File: src/rtl/apu_pkg.sv
// Shared constants for the multichannel APU: note periods, per-voice
// sequence tables, noise LFSR parameters and a clog2 helper.
package apu_pkg;

  // Tone periods in line ticks (half-period of the square wave minus one).
  localparam logic [8:0] NOTE_E2  = 9'd191;
  localparam logic [8:0] NOTE_FS2 = 9'd170;
  localparam logic [8:0] NOTE_G2  = 9'd161;
  localparam logic [8:0] NOTE_A2  = 9'd143;
  localparam logic [8:0] NOTE_B2  = 9'd127;
  localparam logic [8:0] NOTE_D3  = 9'd107;
  localparam logic [8:0] NOTE_E3  = 9'd95;
  localparam logic [8:0] NOTE_AS4 = 9'd34;
  localparam logic [8:0] NOTE_F5  = 9'd23;
  localparam logic [8:0] NOTE_A5  = 9'd18;
  localparam logic [8:0] REST     = 9'd0;

  localparam int SEQ_VOICES = 4;
  localparam int SEQ_STEPS  = 16;

  // Indexed [voice][step]; a zero entry is a rest.
  localparam logic [8:0] SEQ_TABLE [SEQ_VOICES][SEQ_STEPS] = '{
    '{NOTE_E2, NOTE_E2, NOTE_G2, NOTE_A2, NOTE_B2, REST, NOTE_A2, NOTE_G2,
      NOTE_E2, NOTE_E2, NOTE_D3, NOTE_E3, NOTE_D3, NOTE_B2, NOTE_A2, REST},
    '{NOTE_AS4, NOTE_F5, NOTE_A5, NOTE_F5, NOTE_AS4, REST, NOTE_A5, NOTE_F5,
      NOTE_AS4, NOTE_F5, NOTE_A5, NOTE_F5, REST, NOTE_A5, NOTE_F5, NOTE_AS4},
    '{NOTE_E3, REST, NOTE_E3, REST, NOTE_D3, REST, NOTE_D3, REST,
      NOTE_E3, REST, NOTE_E3, REST, NOTE_B2, REST, NOTE_FS2, REST},
    '{NOTE_A2, NOTE_A2, REST, REST, NOTE_G2, NOTE_G2, REST, REST,
      NOTE_FS2, NOTE_FS2, REST, REST, NOTE_E2, NOTE_E2, REST, REST}
  };

  localparam int             LFSR_W     = 13;
  localparam int             LFSR_TAP_A = 12;
  localparam int             LFSR_TAP_B = 8;
  localparam int             LFSR_TAP_C = 2;
  localparam int             LFSR_TAP_D = 0;
  localparam logic [12:0]    LFSR_SEED  = 13'd0;

  function automatic int clog2(input int value);
    int r;
    r = 0;
    while ((1 << r) < value) r = r + 1;
    return r;
  endfunction

endpackage

File: src/rtl/apu_tone_voice.sv
// One sequenced square-wave voice: line-tick period divider, square
// flip-flop and a frame-rate decaying envelope reloaded on every step.
module apu_tone_voice
  import apu_pkg::*;
#(
  parameter int DIV_W = 9,
  parameter int ENV_W = 5
) (
  input  logic             clk,
  input  logic             rst_n,
  input  logic             line_tick,
  input  logic             frame_tick,
  input  logic             bgm_ena,
  input  logic             step_load,
  input  logic [DIV_W-1:0] period,
  output logic             square,
  output logic [ENV_W-1:0] env
);

  logic [DIV_W-1:0] count;

  // The period is sampled live, so a new step's note takes effect on the
  // next line tick without disturbing the running count.
  always_ff @(posedge clk) begin
    if (!rst_n) begin
      count  <= '0;
      square <= 1'b0;
    end else if (period == '0) begin
      count  <= '0;
      square <= 1'b0;
    end else if (line_tick) begin
      if (count >= period) begin
        count  <= '0;
        square <= ~square;
      end else begin
        count <= count + DIV_W'(1);
      end
    end
  end

  always_ff @(posedge clk) begin
    if (!rst_n || !bgm_ena) begin
      env <= '0;
    end else if (step_load) begin
      env <= '1;
    end else if (frame_tick && env != '0) begin
      env <= env - ENV_W'(1);
    end
  end

endmodule

File: src/rtl/apu_multichannel.sv
// Multichannel APU: sequenced tone voices, LFSR noise with a triggered
// SFX envelope, mixed into a first-order sigma-delta audio bitstream.
module apu_multichannel
  import apu_pkg::*;
#(
  parameter int NUM_TONE        = 2,
  parameter int DIV_W           = 9,
  parameter int ENV_W           = 5,
  parameter int SEQ_LEN         = 16,
  parameter int FRAMES_PER_STEP = 16,
  parameter int NOISE_DIV       = 2,
  parameter int SFX_DECAY       = 2
) (
  input  logic clk,
  input  logic rst_n,
  input  logic frame_tick,
  input  logic line_tick,
  input  logic bgm_ena,
  input  logic sfx_trigger,
  output logic audio_out,
  output logic amp_en,
  output logic seq_wrap,
  output logic sfx_active
);

  localparam int FW = (clog2(FRAMES_PER_STEP) > 0) ? clog2(FRAMES_PER_STEP) : 1;
  localparam int SW = (clog2(SEQ_LEN) > 0) ? clog2(SEQ_LEN) : 1;
  localparam int NW = (clog2(NOISE_DIV) > 0) ? clog2(NOISE_DIV) : 1;
  localparam int MW = ENV_W + clog2(NUM_TONE + 2);

  logic [FW-1:0] frame_cnt;
  logic [SW-1:0] step;
  logic          step_adv;

  assign step_adv = bgm_ena && frame_tick && (frame_cnt == FW'(FRAMES_PER_STEP - 1));

  always_ff @(posedge clk) begin
    if (!rst_n) begin
      frame_cnt <= '0;
      step      <= '0;
      seq_wrap  <= 1'b0;
      amp_en    <= 1'b0;
    end else begin
      amp_en   <= 1'b1;
      seq_wrap <= step_adv && (step == SW'(SEQ_LEN - 1));
      if (bgm_ena && frame_tick) begin
        if (step_adv) begin
          frame_cnt <= '0;
          step      <= (step == SW'(SEQ_LEN - 1)) ? '0 : step + SW'(1);
        end else begin
          frame_cnt <= frame_cnt + FW'(1);
        end
      end
    end
  end

  // Note ROM: sequences longer than the table repeat it.
  function automatic logic [8:0] note_rom(input int voice, input logic [SW-1:0] s);
    logic [3:0] idx;
    logic [8:0] p;
    idx = 4'(s);
    case (voice)
      0:       p = SEQ_TABLE[0][idx];
      1:       p = SEQ_TABLE[1][idx];
      2:       p = SEQ_TABLE[2][idx];
      3:       p = SEQ_TABLE[3][idx];
      default: p = REST;
    endcase
    return p;
  endfunction

  logic [NUM_TONE-1:0] square;
  logic [ENV_W-1:0]    tone_env [NUM_TONE];

  for (genvar k = 0; k < NUM_TONE; k++) begin : g_tone
    logic [DIV_W-1:0] period;
    assign period = DIV_W'(note_rom(k, step));
    apu_tone_voice #(.DIV_W(DIV_W), .ENV_W(ENV_W)) u_voice (
      .clk        (clk),
      .rst_n      (rst_n),
      .line_tick  (line_tick),
      .frame_tick (frame_tick),
      .bgm_ena    (bgm_ena),
      .step_load  (step_adv),
      .period     (period),
      .square     (square[k]),
      .env        (tone_env[k])
    );
  end

  // XNOR feedback keeps the all-zero reset state on a live sequence.
  logic [LFSR_W-1:0] lfsr;
  logic [NW-1:0]     noise_cnt;
  logic              noise;

  always_ff @(posedge clk) begin
    if (!rst_n) begin
      lfsr      <= LFSR_SEED;
      noise_cnt <= '0;
      noise     <= 1'b0;
    end else begin
      lfsr <= {lfsr[LFSR_W-2:0],
               ~(lfsr[LFSR_TAP_A] ^ lfsr[LFSR_TAP_B] ^ lfsr[LFSR_TAP_C] ^ lfsr[LFSR_TAP_D])};
      if (line_tick) begin
        if (noise_cnt == NW'(NOISE_DIV - 1)) begin
          noise_cnt <= '0;
          noise     <= noise ^ (^lfsr);
        end else begin
          noise_cnt <= noise_cnt + NW'(1);
        end
      end
    end
  end

  logic [ENV_W-1:0] sfx_env, sfx_env_nxt;

  always_comb begin
    sfx_env_nxt = sfx_env;
    if (sfx_trigger) begin
      sfx_env_nxt = '1;
    end else if (frame_tick) begin
      sfx_env_nxt = (sfx_env >= ENV_W'(SFX_DECAY)) ? sfx_env - ENV_W'(SFX_DECAY) : '0;
    end
  end

  always_ff @(posedge clk) begin
    if (!rst_n) begin
      sfx_env    <= '0;
      sfx_active <= 1'b0;
    end else begin
      sfx_env    <= sfx_env_nxt;
      sfx_active <= (sfx_env_nxt != '0);
    end
  end

  logic [MW-1:0] mix;
  logic [MW-1:0] acc;
  logic [MW:0]   sd_sum;

  always_comb begin
    mix = noise ? MW'(sfx_env) : '0;
    for (int k = 0; k < NUM_TONE; k++) begin
      if (square[k]) mix = mix + MW'(tone_env[k]);
    end
    sd_sum = {1'b0, acc} + {1'b0, mix};
  end

  always_ff @(posedge clk) begin
    if (!rst_n) begin
      acc       <= '0;
      audio_out <= 1'b0;
    end else begin
      acc       <= sd_sum[MW-1:0];
      audio_out <= sd_sum[MW];
    end
  end

endmodule

File: config.mk
export PLATFORM = sky130hd
export DESIGN_NAME = apu_multichannel
export DESIGN_NICKNAME = d
export VERILOG_FILES = /design/src/rtl/apu_pkg.sv /design/src/rtl/apu_tone_voice.sv /design/src/rtl/apu_multichannel.sv
export SDC_FILE = /design/constraint.sdc
export NUM_CORES = 1
export LEC_CHECK = 0
export CORE_MARGIN = 2
export CORE_UTILIZATION = 45
export CTS_CLUSTER_SIZE = 30
export DETAILED_ROUTE_END_ITERATION = 6
export GPL_ROUTABILITY_DRIVEN = 0
export PLACE_DENSITY_LB_ADDON = 0.2
export RECOVER_POWER = 100
export SLEW_MARGIN = 20
export SYNTH_ARGS = -nofsm -noshare
export SYNTH_HDL_FRONTEND = slang
export SYNTH_SLANG_ARGS = --single-unit
File: constraint.sdc
create_clock -name clk -period 7.3 [get_ports clk]
set_clock_uncertainty 0.15 [all_clocks]
set_input_delay 0.73 -clock clk [delete_from_list [all_inputs] [get_ports clk]]
set_output_delay 0.73 -clock clk [all_outputs]
set_load 0.03 [all_outputs]
==> flow_summary.ini, run 1 <==
[worst_setup_path]
end_kind = flip-flop
crit_arrival_ns = 3.96
required_ns = 7.36
worstPathMaxFanout = 7
worstSetupPathType = reg2reg
startpoint_type = flip-flop
r2r_setup_slack_ns = 3.41

[clocking]
cts_hold_buf = 0
cts_buffers = 9
clk_path_buf_depth = 2
clkTransAtPathRegs_ns = 0.09
cts_num_sinks = 69
clockRootBuffer = clkbuf_8
h-tree-depth = 3
cts-resized-gates = 0
cts_tree = yes
post_cts_buffers = 0
clk_latency_ns = 0.35

[final_layout]
area_growth_pct = 7.83
layout_common_cells = dfxtp_1, a21oi_1, ha_1
drive_gt1_share_pct = 4.83
final_area_um2 = 4500
nNetsFinal = 547
fin_util_pct = 49.4
layout_commonest_cell = dfxtp_1
n_antenna_cell = 0

[sta]
fin_crit_sh_pct = 53.3
hold_viol = 0
fin_tns_setup_ns = 0
tightest_slew_ns = 0.847
min_period_ns = 3.89
drv_slew = 0
finalSetupViolations = 0
rsz0062_at_grt = false
maxSlewHeadroom_pct = 42.8
max_freq_mhz = 257

[placed_design]
dp_hpwl_um = 5830
port_buffers = 9
placed_cell_area_um2 = 4320

[floorplan]
rows = 35
die_w_um = 100
initial_core_util_pct = 45.8
num_io_pins = 10
die_h_um = 100
core_um2 = 9110
die_area_um2 = 10100

[drt]
wirelength_um = 7900
vias = 3237
drt_iter0_drc = 93
drc = 0
wl_per_cell_um = 13.0
final_antenna_net_count = 0
first_pass_iters = 4
avgViaCountPerCell = 5.32

[logic_synthesis]
ys_seq_elements = 69
synth-main-ff-cell = dfxtp_1
syn_area_per_cell_um2 = 8.55
async_flop_share_pct = 0
syn_inst = 488
synth_cell_types = 47
synth.yosys.warnings = 0
ys_seq_area_share_pct = 33.1
netlist_area_um2 = 4170
synth_edf_count = 0
syn_nets = 543

[run_status]
status = finished clean

[global_routing]
gr-usage-all-layers_pct = 16.9
grt_pass1_vias = 3191
antenna_found_initial = 0
overflow = 0
grt_pass1_wl_um = 14000
grt_max_degree = 26

[pwr]
p_leak_uw = 0.00190
powerDensity_nw_per_um2 = 170
vdd_ir_drop_max_v = 0.000113

[run]
maxCapViolCount = 0

[worst_hold_path]
worst_hold_path_type = reg2reg
[worst max-delay path, stage by stage (launching register included)]
cell      delay (ns)
dfxtp_1         0.40
and2_0          0.18
ha_1            0.18
inv_1           0.05
fa_1            0.39
xnor2_1         0.14
mux2_1          0.32
ha_1            0.32
nor2b_1         0.14
o21ai_0         0.14
nand2b_1        0.10
xor2_1          0.15
mux2_2          0.26
ha_1            0.28
inv_1           0.09
o21bai_1        0.08
a21oi_1         0.18
xor2_1          0.15
nor2_1          0.05
[registers in the layout, indices dropped and copies added, names as in the netlist]
signal and cells:
g_tone.u_voice.count 18, lfsr 13, g_tone.u_voice.env 10, acc 7, sfx_env 5, frame_cnt 4
step 4, g_tone.u_voice.square 2, amp_en 1, audio_out 1, noise 1, noise_cnt 1
seq_wrap 1, sfx_active 1
[metrics by stage]
stage | setup WS, ns | cells | total power, µW | hold slack (ns)
2_1_floorplan | 3.71 | 488 | 457 | 0.300
3_3_place_gp | 3.55 | 592 | 474 | 0.312
3_5_place_dp | 3.44 | 592 | 475 | 0.318
4_1_cts | 3.42 | 608 | 775 | 0.339
5_1_grt | 3.05 | 608 | 804 | 0.337
6_report | 3.41 | 608 | 764 | 0.334
[final timing paths]
check        startpoint      end  cells past startpoint
max               noise   acc[6]                     18
min reg2reg     lfsr[0]  lfsr[1]                      1
max reg2reg       noise   acc[6]                     18
min             lfsr[0]  lfsr[1]                      1
[power by group]
group / switching (µW) / leakage, µW / total [µW] / internal (µW)
registers: 10.7 / 0.000560 / 397 / 387
clock network: 169 / 0.0000892 / 299 / 130
logic: 37.7 / 0.00125 / 67.7 / 30.0
[Yosys cell counts, types with 2 or more instances]
cell	count	area, µm²
and2_1	17	106
a211oi_1	2	15.0
o21ai_0	18	90.1
a21oi_1	54	270
mux2_2	6	67.6
or3_1	6	37.5
o41ai_1	2	17.5
nand4_1	4	25.0
nor3_1	11	55.1
nand4b_1	3	26.3
o21bai_1	2	15.0
dfxtp_1	69	1380
nor2_1	43	161
xnor2_1	27	236
clkbuf_1	9	33.8
o21a_1	3	22.5
nand3b_1	2	15.0
a31oi_1	6	37.5
nand2b_1	6	37.5
ha_1	46	576
nand3_1	22	110
mux2i_1	7	70.1
or2_2	2	12.5
nor4_1	3	18.8
nor2b_1	6	37.5
xor2_1	17	149
and3_1	3	18.8
nand2_1	30	113
nor3b_1	3	22.5
a41o_1	2	20.0
a21o_1	8	60.1
fa_1	3	60.1
buf_2	4	20.0
inv_1	29	109
[layout make-up]
cell class | instances | area [µm²]
Fill cell | 890 | 4610
Timing Repair Buffer | 9 | 90.1
Clock inverter | 7 | 61.3
Multi-Input combinational cell | 373 | 2590
Tap cell | 111 | 139
Sequential cell | 69 | 1380
Inverter | 30 | 113
Clock buffer | 9 | 124
[cells by family (layout without fill, tap and decap cells)]
family	after synthesis	in the layout	share of synthesized area (%)
adder cells (fa/ha/maj)	49	49	15.2
buffers and inverters	46	55	4.53
AO/OA/AOI/OAI	103	103	14.6
AND/OR/NAND/NOR	163	163	19.5
multiplexers	14	14	3.84
XOR/XNOR	44	44	9.24
flip-flops	69	69	33.1
[layer usage]
metal / track usage, % / part of all wire [%] / up-vias / routed length (µm)
li1: - / - / 1703 / -
met1: 20.5 / 48 / 1484 / 3770
met2: 30.6 / 48 / 42 / 3830
met3: 2.51 / 2.5 / 8 / 201
met4: 5.69 / 1.3 / 0 / 101
met5: 0 / 0 / - / 0
No activity file was read; power rests on OpenSTA's default activity.
==> inputs of run 2 (changes only) <==
clock period = 3.5 ns   (was 7.3 ns; I/O delays follow)
==> run 2 against run 1 <==
Effect of this change: register-to-register slack worse by 3.3 ns; via count up 2.9%; sequential share of layout area down 2.1 points; worst setup slack worse by 3.3 ns; design area up 7.6%; critical path depth unchanged; largest power group unchanged.
==> flow_summary.ini, run 2 (synthesis results as in run 1) <==
[worst_setup_path]
cpMostUsedCell = ha_4
r2r-end = acc[6]
timing.critical_path.slowest_cell_delay_ns = 0.36
worstSetupPathType = reg2reg
rr_startpoint = noise
cp_cell_sequence = and2_4, ha_4, inv_2, fa_2, xnor2_1, mux2_4, ha_4, nor2b_2, o21ai_1, nand2b_1, xor2_1, mux2_4, ha_4, inv_2, o21bai_1, a21oi_2, xor2_1, nor2_1
startpoint_type = flip-flop
worstPathMaxFanout = 3
r2r_setup_slack_ns = 0.08
required_ns = 3.61
crit_arrival_ns = 3.53
crit_start = noise
cpMaxStageDelayCell = fa_2
r2r_cells = 18
end_kind = flip-flop

[sta]
worst_slack_ns = 0.0771
drv_slew = 0
max_freq_mhz = 292
fin_crit_sh_pct = 97.8
finalSetupViolations = 0
maxSlewHeadroom_pct = 40.3
hold-worst-slack_ns = 0.332
tightest_slew_ns = 0.885
fin_tns_setup_ns = 0
hold_viol = 0
min_period_ns = 3.42
rsz0062_at_grt = true

[run]
maxCapViolCount = 0

[floorplan]
die_w_um = 100
die_h_um = 100
die_area_um2 = 10100
rows = 35
core_um2 = 9110
initial_core_util_pct = 45.8
num_io_pins = 10

[final_layout]
largest_register_ffs = 18
n_antenna_cell = 0
layout_common_cells = dfxtp_1, a21oi_1, nor2_1
layout_commonest_cell = dfxtp_1
fin_cells = 634
nNetsFinal = 573
fin_util_pct = 53.1
top_regs = g_tone.u_voice.count (18), lfsr (13), g_tone.u_voice.env (10)
area_growth_pct = 16.0
num-fill-cells = 845
seqCellArea_um2 = 1380
multi_input_area_um2 = 2740
drive_gt1_share_pct = 14.1
largest_register = g_tone.u_voice.count

[global_routing]
overflow = 0
grt_pass1_vias = 3365
grt_max_degree = 21
gr-usage-all-layers_pct = 18.3
antenna_found_initial = 0
grt_pass1_wl_um = 14800

[drt]
first_pass_iters = 4
wirelength_um = 8420
avgViaCountPerCell = 5.26
drt_iter0_drc = 72
vias = 3332
final_antenna_net_count = 0
wl_per_cell_um = 13.3
drc = 0

[placed_design]
pre_cts_slack_ns = -0.223
dp.cells = 615
dp_hpwl_um = 6060
port_buffers = 9

[pwr]
vdd_ir_drop_max_v = 0.000198
p_leak_uw = 0.00202
powerDensity_nw_per_um2 = 337

[clocking]
h-tree-depth = 3
clk_path_buf_depth = 2
clk_latency_ns = 0.36
clkTransAtPathRegs_ns = 0.09
cts_num_sinks = 69
clockRootBuffer = clkbuf_8
cts_buffers = 9
cts_tree = yes
cts_hold_buf = 0

[worst_hold_path]
worst_hold_path_type = reg2reg
holdPathStages = 1
hp-start = lfsr[11]
holdPathEnd = lfsr[12]

[run_status]
status = finished clean
run 2: changes by cell type in the layout (fill, tap and decap cells not counted), sizes merged:
cell / change
buf: +23
clkbuf: +3
run 2: critical path: cells and delay by family, from the launching register on:
| kind | cells | cell delay (ns) |
|---|---|---|
| buffers and inverters | 2 | 0.08 |
| multiplexers | 2 | 0.56 |
| flip-flops | 1 | 0.34 |
| AO/OA/AOI/OAI | 3 | 0.34 |
| adder cells (fa/ha/maj) | 4 | 0.99 |
| XOR/XNOR | 3 | 0.42 |
| AND/OR/NAND/NOR | 4 | 0.45 |
run 2: cell type report:
class	instances	area share, %
multi-input cells	373	56.7
flip-flops and latches	69	28.6
repair buffers	35	5.66
well taps	111	2.87
clock buffers	9	2.56
inverters	30	2.33
clock inverters	7	1.32
run 2: worst max-delay path by stage:
| stage | end | cells after the start |
|---|---|---|
| after floorplan | acc[6] | 18 |
| final | acc[6] | 18 |
| after global routing | acc[6] | 18 |
| after CTS | acc[6] | 17 |
| after detailed placement | acc[5] | 15 |
| after global placement | acc[6] | 18 |
run 2: through the flow:
stage	total power (µW)	instance area (µm²)
after floorplan	953	4180
after global placement	999	4500
after detailed placement	1000	4500
after CTS	1650	4770
after global routing	1720	4840
final	1630	4840
run 2: where the power goes:
part | leakage, µW | switching, µW | total [µW] | internal, µW
Combinational | 0.00137 | 88.0 | 165 | 76.9
Clock | 0.0000907 | 363 | 637 | 274
Sequential | 0.000561 | 21.0 | 827 | 806
Total | 0.00202 | 472 | 1630 | 1160
run 2: repair_timing:
item | in CTS | in global routing
setup buffers | 0 | 3
pin swaps | 3 | 11
endpoints found under the setup margin | 4 | 9
gates resized for setup | 16 | 18
gates cloned | 0 | 0
run 2: layer usage:
| metal | global-route usage [%] | share of wire (%) |
|---|---|---|
| met3 | 3.06 | 1.7 |
| met4 | 7.59 | 2.2 |
| met2 | 32.6 | 49 |
| met1 | 21.8 | 47 |
| met5 | 0 | 0 |
==> patch: new RTL, settings of run 1 <==
`DIV_W` is set to 9 in 2 places; all go to 7.
--- a/src/rtl/apu_tone_voice.sv
+++ b/src/rtl/apu_tone_voice.sv
@@ -3,7 +3,7 @@
 module apu_tone_voice
   import apu_pkg::*;
 #(
-  parameter int DIV_W = 9,
+  parameter int DIV_W = 7,
   parameter int ENV_W = 5
 ) (
   input  logic             clk,
--- a/src/rtl/apu_multichannel.sv
+++ b/src/rtl/apu_multichannel.sv
@@ -4,7 +4,7 @@
   import apu_pkg::*;
 #(
   parameter int NUM_TONE        = 2,
-  parameter int DIV_W           = 9,
+  parameter int DIV_W           = 7,
   parameter int ENV_W           = 5,
   parameter int SEQ_LEN         = 16,
   parameter int FRAMES_PER_STEP = 16,
Check against the original RTL: same outputs for any inputs over 10 cycles, from zero or initial values and one cycle with rst_n low; that may be too few to reach the edited logic, so the function may still have changed.
==> patch against run 1 <==
- total power is 1.5% higher
- critical endpoint unchanged
- wire length fell by 3.3%
- highest routed layer unchanged
- final area shrank 4.2%
- non-clock buffer count grew 1
- area after synthesis down 5.5%
- sequential cell count fell by 4
- critical path depth unchanged
- combinational power shrank 1%
- die area down 5.2%
- first-iteration DRC count increased by 2.2%
- largest power group unchanged
- worst setup slack worse by 0.043 ns
==> patch: results (changes against run 1) <==
Worst setup path
  – Crit-path max cell delay: 0.42 ns (was 0.40 ns)
  – Crit path max fanout: 7 (unchanged)
  – Worst EP arrival: 4.01 ns (was 3.96 ns)
  – CP max-delay cell: dfxtp_1 (unchanged)

Place
  – Setup WS pre-CTS: 3.42 ns (was 3.44 ns)
  – # placed instances: 564 (was 592)
  – Placed cell areas: 4090 sq um (was 4320 sq um)
  – Port bufs: 9 (unchanged)
  – HPWL Detailed: 5520 um (was 5830 um)

GRT
  – Global-route wire length before repair: 13,200 um (was 14,000 um)
  – Number of global-route vias before repair: 2,847 (was 3,191)
  – Gr usage total: 0.168 (was 0.169)
  – Largest net degree at the start of global routing: 23 (was 26)

Power
  – Maximum VDD drop: 118 uV (was 113 uV)
  – Leak Pwr: 1.84 nW (was 1.90 nW)

Worst hold path
  – Worst hold stages: 1 (unchanged)

CTS
  – Hold buffer count at cts: 0 (unchanged)
  – CTS clk-pin slew, worst paths: 0.09 ns (about the same)
  – Total CTS buffers: 9 (unchanged)
  – CTS root buf: clkbuf_8 (unchanged)
  – Clock buffer depth: 2 (unchanged)

Synthesis
  – Most frequent cells after synthesis: 65 x dfxtp_1, 44 x ha_1, 39 x a21oi_1 (was 69 x dfxtp_1, 54 x a21oi_1, 46 x ha_1)
  – Distinct cell type count after synthesis: 45 (was 47)
  – Cells after Synth: 464 (was 488)
  – Yosys warning total: 0 (unchanged)
  – Main area contributors after synthesis: dfxtp_1 33%, ha_1 14%, xnor2_1 6.2%, a21oi_1 5.0%, nor2_1 3.5% (was dfxtp_1 33%, ha_1 14%, a21oi_1 6.5%, xnor2_1 5.7%, nor2_1 3.9%)
  – Sequential share of the synthesized area: 0.330 (was 0.331)
  – Post-Syn Nets: 517 (was 543)
  – Async SR Flop Fraction: 0 (unchanged)

Final layout
  – Layout cells sized above 1: 0.0572 (was 0.0483)
  – Biggest regs: g_tone.u_voice.count x14, lfsr x13, g_tone.u_voice.env x10 (was g_tone.u_voice.count x18, lfsr x13, g_tone.u_voice.env x10)
  – # fillers: 833 (was 890)
  – Non-Filler Instances: 580 (was 608)
  – Area occupied by multi-input gates: 2460 sq um (was 2590 sq um)
  – # diodes: 0 (unchanged)

Run status
  – Status: completed (unchanged)

Drt
  – 1st-iter DRT viols: 95 (was 93)
  – Drt first pass iters: 5 (was 4)
  – Post-Route WL: 7640 um (was 7900 um)
  – Post-DR vias/cell: 5.26 (was 5.32)

STA
  – Slew @ Worst Pin: 0.869 ns (was 0.847 ns)
  – Final Critical Period: 3.94 ns (was 3.89 ns)
[patch: cell count changes in the layout (fill, tap and decap cells not counted), sizes merged, moves of 3 or more]
cell,delta
a21boi,+3
a21oi,-15
dfxtp,-4
nand2,+5
nand3,-6
nor2,-6
o21ai,+4
xor2,-5
[patch: worst max-delay path, delay by kind of cell (launching register included)]
kind	cells	cell delay [ns]
adder cells (fa/ha/maj)	4	1.22
multiplexers	2	0.54
AND/OR/NAND/NOR	4	0.48
XOR/XNOR	3	0.44
flip-flops	1	0.42
AO/OA/AOI/OAI	3	0.39
buffers and inverters	2	0.16
[patch: area by class of cell]
class	count	share of cell area
clock inverters	7	0.0195
inverters	28	0.0244
repair buffers	10	0.0227
multi-input cells	353	0.571
clock buffers	9	0.0288
well taps	108	0.0314
flip-flops and latches	65	0.302
[patch: cell families (layout without fill, tap and decap cells)]
family / Yosys count / in the layout / synth area share
simple gates: 156 / 156 / 0.199
flops: 65 / 65 / 0.330
mux: 11 / 11 / 0.0295
buf+inv: 46 / 54 / 0.0473
xor+xnor: 40 / 40 / 0.0889
fa+ha+maj: 47 / 47 / 0.155
compound gates: 99 / 99 / 0.150
[patch: per-layer routing]
metal,routed length (um),vias up,track usage
met4,23,0,0.0481
li1,-,1601,-
met3,142,3,0.0367
met5,0,-,0
met1,3850,1420,0.228
met2,3630,24,0.269
[patch: worst min path at each step]
stage                     startpoint       end  slack [ns]
final                        lfsr[6]   lfsr[7]        0.34
after detailed placement     lfsr[5]   lfsr[6]        0.31
after floorplan             lfsr[10]  lfsr[11]        0.30
after CTS                   lfsr[11]  lfsr[12]        0.34
after global placement      lfsr[11]  lfsr[12]        0.31
after global routing         lfsr[4]   lfsr[5]        0.36
[patch: where the power goes]
part / switching [mW] / internal, mW
Sequential: 0.0106 / 0.365
Combinational: 0.0368 / 0.0302
Clock: 0.169 / 0.165
